`src/rtl/soda_arb_pkg.sv`:
```
// rtl/soda_arb_pkg.sv - shared types, defaults and round-robin helper for the soda dispense arbiter
// Contents: arb_state_t (arbiter FSM states), DEF_* parameter defaults,
// MAX_REQ (upper bound on requesters), rr_next() round-robin index search.
package soda_arb_pkg;

  typedef enum logic [2:0] {
    IDLE      = 3'd0,
    START     = 3'd1,
    WAIT_DONE = 3'd2,
    GAP       = 3'd3,
    FAULT     = 3'd4
  } arb_state_t;

  localparam int DEF_NUM_REQ        = 4;
  localparam int DEF_PEND_W         = 3;
  localparam int DEF_TIMEOUT_CYCLES = 64;
  localparam int DEF_GAP_CYCLES     = 4;
  localparam int MAX_REQ            = 8;

  // Returns the first index with req set, scanning last+1, last+2, ... with
  // wrap at n. The scan runs from the farthest candidate back to the nearest
  // so the nearest hit overwrites the others. Returns last when nothing is set;
  // callers gate the result with an any-request flag.
  function automatic int rr_next(input logic [MAX_REQ-1:0] req,
                                 input int last,
                                 input int n);
    int res;
    int s;
    res = last;
    for (int k = MAX_REQ; k >= 1; k--) begin
      if (k <= n) begin
        s = last + k;
        if (s >= n) begin
          s = s - n;
        end
        if (req[s[2:0]]) begin
          res = s;
        end
      end
    end
    return res;
  endfunction

endpackage

```
`src/rtl/soda_pend_counter.sv`:
```
// rtl/soda_pend_counter.sv - saturating per-requester pending counter with sticky overflow
// Ports:
//   clock    in   clock, all updates on posedge
//   reset    in   synchronous active-high reset
//   inc      in   one request arrived this cycle
//   dec      in   one request granted this cycle
//   count    out  queued requests, saturates at 2^PEND_W-1
//   overflow out  sticky: a request arrived while full and was dropped
module soda_pend_counter
  import soda_arb_pkg::*;
#(
  parameter int PEND_W = DEF_PEND_W
) (
  input  logic              clock,
  input  logic              reset,
  input  logic              inc,
  input  logic              dec,
  output logic [PEND_W-1:0] count,
  output logic              overflow
);

  localparam logic [PEND_W-1:0] CNT_MAX = {PEND_W{1'b1}};

  always_ff @(posedge clock) begin
    if (reset) begin
      count    <= '0;
      overflow <= 1'b0;
    end else begin
      case ({inc, dec})
        2'b10: begin
          if (count == CNT_MAX) begin
            overflow <= 1'b1;
          end else begin
            count <= count + PEND_W'(1);
          end
        end
        2'b01: begin
          // The arbiter only grants a nonzero counter; the guard keeps the
          // counter from wrapping if that ever changes.
          if (count != '0) begin
            count <= count - PEND_W'(1);
          end
        end
        default: begin
          // Idle, or arrival and grant cancel out.
        end
      endcase
    end
  end

endmodule

```
`src/rtl/soda_dispense_arbiter.sv`:
```
// rtl/soda_dispense_arbiter.sv - round-robin arbiter sharing one soda dispenser among vending FSMs
// Ports:
//   clock        in   clock, all updates on posedge
//   reset        in   synchronous active-high reset, aborts any dispense
//   drop_req     in   per-requester one-cycle vend pulse
//   motor_done   in   dispenser completion pulse, honoured only in WAIT_DONE
//   clear_fault  in   leaves FAULT
//   motor_start  out  one-cycle start pulse (high exactly during START)
//   grant_id     out  requester currently or last served
//   served       out  one-cycle pulse on the bit of the completed requester
//   busy         out  high in START / WAIT_DONE / GAP
//   fault        out  high in FAULT
//   overflow_err out  sticky per-requester lost-request flag
module soda_dispense_arbiter
  import soda_arb_pkg::*;
#(
  parameter int NUM_REQ        = DEF_NUM_REQ,
  parameter int PEND_W         = DEF_PEND_W,
  parameter int TIMEOUT_CYCLES = DEF_TIMEOUT_CYCLES,
  parameter int GAP_CYCLES     = DEF_GAP_CYCLES
) (
  input  logic                       clock,
  input  logic                       reset,
  input  logic [NUM_REQ-1:0]         drop_req,
  input  logic                       motor_done,
  input  logic                       clear_fault,
  output logic                       motor_start,
  output logic [$clog2(NUM_REQ)-1:0] grant_id,
  output logic [NUM_REQ-1:0]         served,
  output logic                       busy,
  output logic                       fault,
  output logic [NUM_REQ-1:0]         overflow_err
);

  localparam int ID_W  = $clog2(NUM_REQ);
  // One timer serves both the done timeout and the post-dispense gap.
  localparam int T_MAX = (TIMEOUT_CYCLES > GAP_CYCLES) ? TIMEOUT_CYCLES : GAP_CYCLES;
  localparam int TW    = $clog2(T_MAX + 1);

  arb_state_t                       state;
  logic [ID_W-1:0]                  last_grant;
  logic [TW-1:0]                    timer;

  logic [NUM_REQ-1:0][PEND_W-1:0]   pend_cnt;
  logic [NUM_REQ-1:0]               pend_nz;
  logic [MAX_REQ-1:0]               req_vec;
  int                               rr_idx;
  logic                             pick_valid;
  logic [ID_W-1:0]                  pick_id;
  logic [NUM_REQ-1:0]               grant_dec;

  genvar g;
  generate
    for (g = 0; g < NUM_REQ; g++) begin : g_pend
      soda_pend_counter #(
        .PEND_W (PEND_W)
      ) u_cnt (
        .clock    (clock),
        .reset    (reset),
        .inc      (drop_req[g]),
        .dec      (grant_dec[g]),
        .count    (pend_cnt[g]),
        .overflow (overflow_err[g])
      );
      assign pend_nz[g] = |pend_cnt[g];
    end
  endgenerate

  // Arbitration looks only at registered counts, so a request arriving this
  // cycle competes from the next cycle on.
  always_comb begin
    req_vec                = '0;
    req_vec[NUM_REQ-1:0]   = pend_nz;
    rr_idx                 = rr_next(req_vec, int'(last_grant), NUM_REQ);
    pick_valid             = (state == IDLE) && (|pend_nz);
    pick_id                = '0;
    grant_dec              = '0;
    for (int i = 0; i < NUM_REQ; i++) begin
      if (i == rr_idx) begin
        pick_id = ID_W'(i);
        if (pick_valid) begin
          grant_dec[i] = 1'b1;
        end
      end
    end
  end

  always_ff @(posedge clock) begin
    if (reset) begin
      state       <= IDLE;
      last_grant  <= ID_W'(NUM_REQ - 1);
      grant_id    <= '0;
      timer       <= '0;
      motor_start <= 1'b0;
      served      <= '0;
      busy        <= 1'b0;
      fault       <= 1'b0;
    end else begin
      motor_start <= 1'b0;
      served      <= '0;
      case (state)
        IDLE: begin
          if (pick_valid) begin
            grant_id    <= pick_id;
            last_grant  <= pick_id;
            motor_start <= 1'b1;
            busy        <= 1'b1;
            state       <= START;
          end
        end
        START: begin
          timer <= '0;
          busy  <= 1'b1;
          state <= WAIT_DONE;
        end
        WAIT_DONE: begin
          timer <= timer + TW'(1);
          // Completion wins over a timeout landing in the same cycle.
          if (motor_done) begin
            served <= NUM_REQ'(1) << grant_id;
            timer  <= '0;
            if (GAP_CYCLES > 0) begin
              state <= GAP;
            end else begin
              busy  <= 1'b0;
              state <= IDLE;
            end
          end else if (timer == TW'(TIMEOUT_CYCLES - 1)) begin
            // The stuck request is dropped, not re-queued.
            busy  <= 1'b0;
            fault <= 1'b1;
            state <= FAULT;
          end
        end
        GAP: begin
          if (timer == TW'(GAP_CYCLES - 1)) begin
            timer <= '0;
            busy  <= 1'b0;
            state <= IDLE;
          end else begin
            timer <= timer + TW'(1);
          end
        end
        FAULT: begin
          if (clear_fault) begin
            fault <= 1'b0;
            state <= IDLE;
          end
        end
        default: begin
          busy  <= 1'b0;
          fault <= 1'b0;
          state <= IDLE;
        end
      endcase
    end
  end

endmodule

```
`config.mk`:
```
export PLATFORM = sky130hd
export DESIGN_NAME = soda_dispense_arbiter
export DESIGN_NICKNAME = d
export VERILOG_FILES = /design/src/rtl/soda_arb_pkg.sv /design/src/rtl/soda_pend_counter.sv /design/src/rtl/soda_dispense_arbiter.sv
export SDC_FILE = /design/constraint.sdc
export NUM_CORES = 1
export LEC_CHECK = 0
export CAP_MARGIN = 20
export CORE_AREA = 3 3 75 77
export DETAILED_ROUTE_END_ITERATION = 8
export DIE_AREA = 0 0 78 80
export PLACE_DENSITY = 0.69
export REMOVE_ABC_BUFFERS = 1
export SLEW_MARGIN = 5
export SYNTH_ARGS = -nofsm -noshare
export SYNTH_HDL_FRONTEND = slang
export SYNTH_HIERARCHICAL = 1
export SYNTH_SLANG_ARGS = --single-unit
```
`constraint.sdc`:
```
create_clock -name clock -period 9.6 [get_ports clock]
set_input_delay 1.92 -clock clock [delete_from_list [all_inputs] [get_ports clock]]
set_output_delay 1.92 -clock clock [all_outputs]
set_load 0.01 [all_outputs]
```
==> run_results.csv <==
group,metric,value,unit
synth,synth.distinct_cells,59,
final_layout,area_delta_synth_final,13.9,%
synth,synth.top_cell.area_share,0.298,
synth,synth_ff_type,"dfxtp_1",
worst_setup_path,crit_type,"register to register",
final_layout,finish.instance_area,2830,um^2
clock_tree,cts_max_level,2,
drt,first_pass_iters,4,
floorplanning,core_area,5070,um^2
clock_tree,cts_resized,0,
synth,postSynthCellCount,306,
global_routing,antenna_found_initial,0,
placement,place_ws,5410,ps
sta,fmax,239,MHz
placement,portBuffers,20,
power,vdd_ir_drop_max,0.000172,V
sta,relSlewSlack,0.455,
sta,slew_violations,0,
sta,worst_clock_skew,13.0,ps
global_routing,grt_max_degree,36,
drt,ant_nets,0,
global_routing,grtUsageTotal,0.183,
synth,synthArstFlopShare,0,
synth,synth-edff-count,0,
placement,placed_area,2740,um^2
final_layout,antenna_cells,0,
sta,tightest_slew,812,ps
drt,drtIter0Drc,157,
worst_setup_path,critPathCaptureType,"register",
sta,setup_ws,5410,ps
synth,yosys.area.top_type,"dfxtp_1",
final_layout,nets,343,
clock_tree,ctsRootBufferMaster,"clkbuf_8",
clock_tree,clk_pin_slew,80,ps
synth,ys_ff_latch,37,
placement,dp.cells,388,
synth,synth.avg_cell_area,8.13,um^2
synth,synth.top_cells.by_count,"37 x dfxtp_1, 32 x nor2_1, 28 x nand2_1, 21 x a21oi_1, 17 x o21ai_0",
synth,synth.area.top_cells,"dfxtp_1 30%, nor2_1 4.8%, a21oi_1 4.2%",
floorplanning,start_util,0.490,
sta,period_share,0.437,
synth,ys_seq_area_frac,0.298,
final_layout,fill_cells,509,
floorplanning,die_area,6240,um^2
floorplanning,io_pins,21,
clock_tree,cts_buffer_depth,2,
clock_tree,cts.sinks,37,
global_routing,grt_overflow_total,0,
drt,num_vias,2304,
floorplanning,die_w,78,um
clock_tree,post_cts_buffers,0,
final_layout,final_core_util,0.558,
clock_tree,clk_latency,300,ps
floorplanning,num_rows,26,
sta,setup_viol,0,
power,power_density,309,nW/um^2
flow_run,max-cap-violations,0,
synth,synth_area,2490,um^2
synth,synthMostInstantiatedCell,"dfxtp_1",
floorplanning,die_h,80,um
global_routing,grt_pass1_vias,2102,
drt,drt-vias-per-instance,5.82,
global_routing,grt_pass1_wl,9380,um
sta,layout_min_cycle_time,4190,ps
final_layout,layout.cells.non_filler,396,
clock_tree,cts_buffers,5,
worst_setup_path,cp_data_required_time,9780,ps
sta,grt_setup_unrepaired,"no",
drt,drc_errors,0,
status,status,"finished, final reports clean",
sta,fin_setup_tns,0,ps
sta,hold_viol,0,
drt,routedWlPerCell,13.4,um
min_path,holdCritPathClass,"register to register",
synth,ys_warn_count,6,
worst_setup_path,cp_max_fo,18,
worst_setup_path,arrival,4370,ps
drt,drt_wl_total,5300,um
clock_tree,cts_tree,"yes",
clock_tree,hold_buffers,0,
power,p_leak,1.02,nW
worst_setup_path,start_kind,"register",
placement,hpwl,3770,um
placement,place_congestion,0.894,
final_layout,drive_gt1_frac,0.113,
critical path, cell delays in order, from the launching register on:
cell and delay (ps):
dfxtp_1 700, inv_1 230, ha_1 250, and2_0 160, a2111o_1 440, a2111oi_2 480, o31ai_2 170, nor3_1 460
and2b_4 270, inv_2 60, fa_1 420, and2_1 180, nor3_1 180, nor4b_2 80
per-layer routing:
layer | part of all wire | vias to the layer above | GRT usage
met5 | 0 | - | 0
li1 | - | 1180 | -
met3 | 0.039 | 7 | 0.0451
met4 | 0.011 | 0 | 0.0437
met2 | 0.48 | 33 | 0.319
met1 | 0.47 | 1084 | 0.226
metrics by stage:
stage                     hold slack (ps)  total power [mW]
after detailed placement              458             0.761
after global routing                  501             0.959
after global placement                457             0.755
after CTS                             483             0.880
final                                 474             0.876
after floorplan                       438             0.647
layout make-up:
| class | instances | area, um^2 | area share |
|---|---|---|---|
| Multi-Input combinational cell | 243 | 1640 | 0.580 |
| Clock inverter | 3 | 21.3 | 0.00751 |
| Sequential cell | 37 | 741 | 0.261 |
| Inverter | 17 | 63.8 | 0.0225 |
| Clock buffer | 5 | 68.8 | 0.0243 |
| Timing Repair Buffer | 21 | 208 | 0.0733 |
| Tap cell | 70 | 87.6 | 0.0309 |
power by group:
| part | switching [mW] | leakage (nW) | total (mW) | internal [mW] |
|---|---|---|---|---|
| registers | 0.0587 | 0.302 | 0.241 | 0.182 |
| clock network | 0.0633 | 0.0445 | 0.115 | 0.0515 |
| logic | 0.297 | 0.669 | 0.520 | 0.223 |
sequential cells by signal (all words and copies together) (netlist names):
register	cells
grant_id	2
motor_start	1
busy	1
timer	7
last_grant	2
g_pend.u_cnt/overflow	4
fault	1
g_pend.u_cnt/count	12
served	4
state	3
path summary, 6_finish.rpt:
kind / end / slack, ps / cells past startpoint / from
worst min-delay path: fault / 470 / 1 / fault
worst max register to register: g_pend[3].u_cnt/count[2] / 5410 / 13 / last_grant[0]
worst min register to register: fault / 470 / 1 / fault
worst max-delay path: g_pend[3].u_cnt/count[2] / 5410 / 13 / last_grant[0]
cells by family after synthesis:
logic type / Yosys count / synth area share
AOI/OAI and AO/OA: 96 / 0.279
buffers and inverters: 26 / 0.0417
and+or+nand+nor: 135 / 0.306
muxes: 2 / 0.0136
DFF: 37 / 0.298
adders and majority gates: 10 / 0.0623
layout by cell type, fill, tap and decap left out, types with 3 or more instances in the layout:
cell              n
a221oi_2          4
o22ai_1           5
o211ai_1          5
o21ai_1           4
nor4b_2           4
inv_2             4
clkdlybuf4s50_1  20
a21oi_1          21
nand3b_1          5
fa_1              4
and2_1            5
o21ai_0          17
nand3_1           4
nor4_1            6
nor2_1           32
a41oi_1           4
ha_1              6
a211o_1           4
or3_1             4
a22oi_1           4
clkbuf_8          5
and2b_4           4
nand2_1          28
and3_1            6
nand2b_1          7
a21o_1            6
nor3_1           13
nor3_2            3
nor2b_1           4
dfxtp_1          37
inv_1            13
Note: power is estimated with default switching activity, not from simulation.
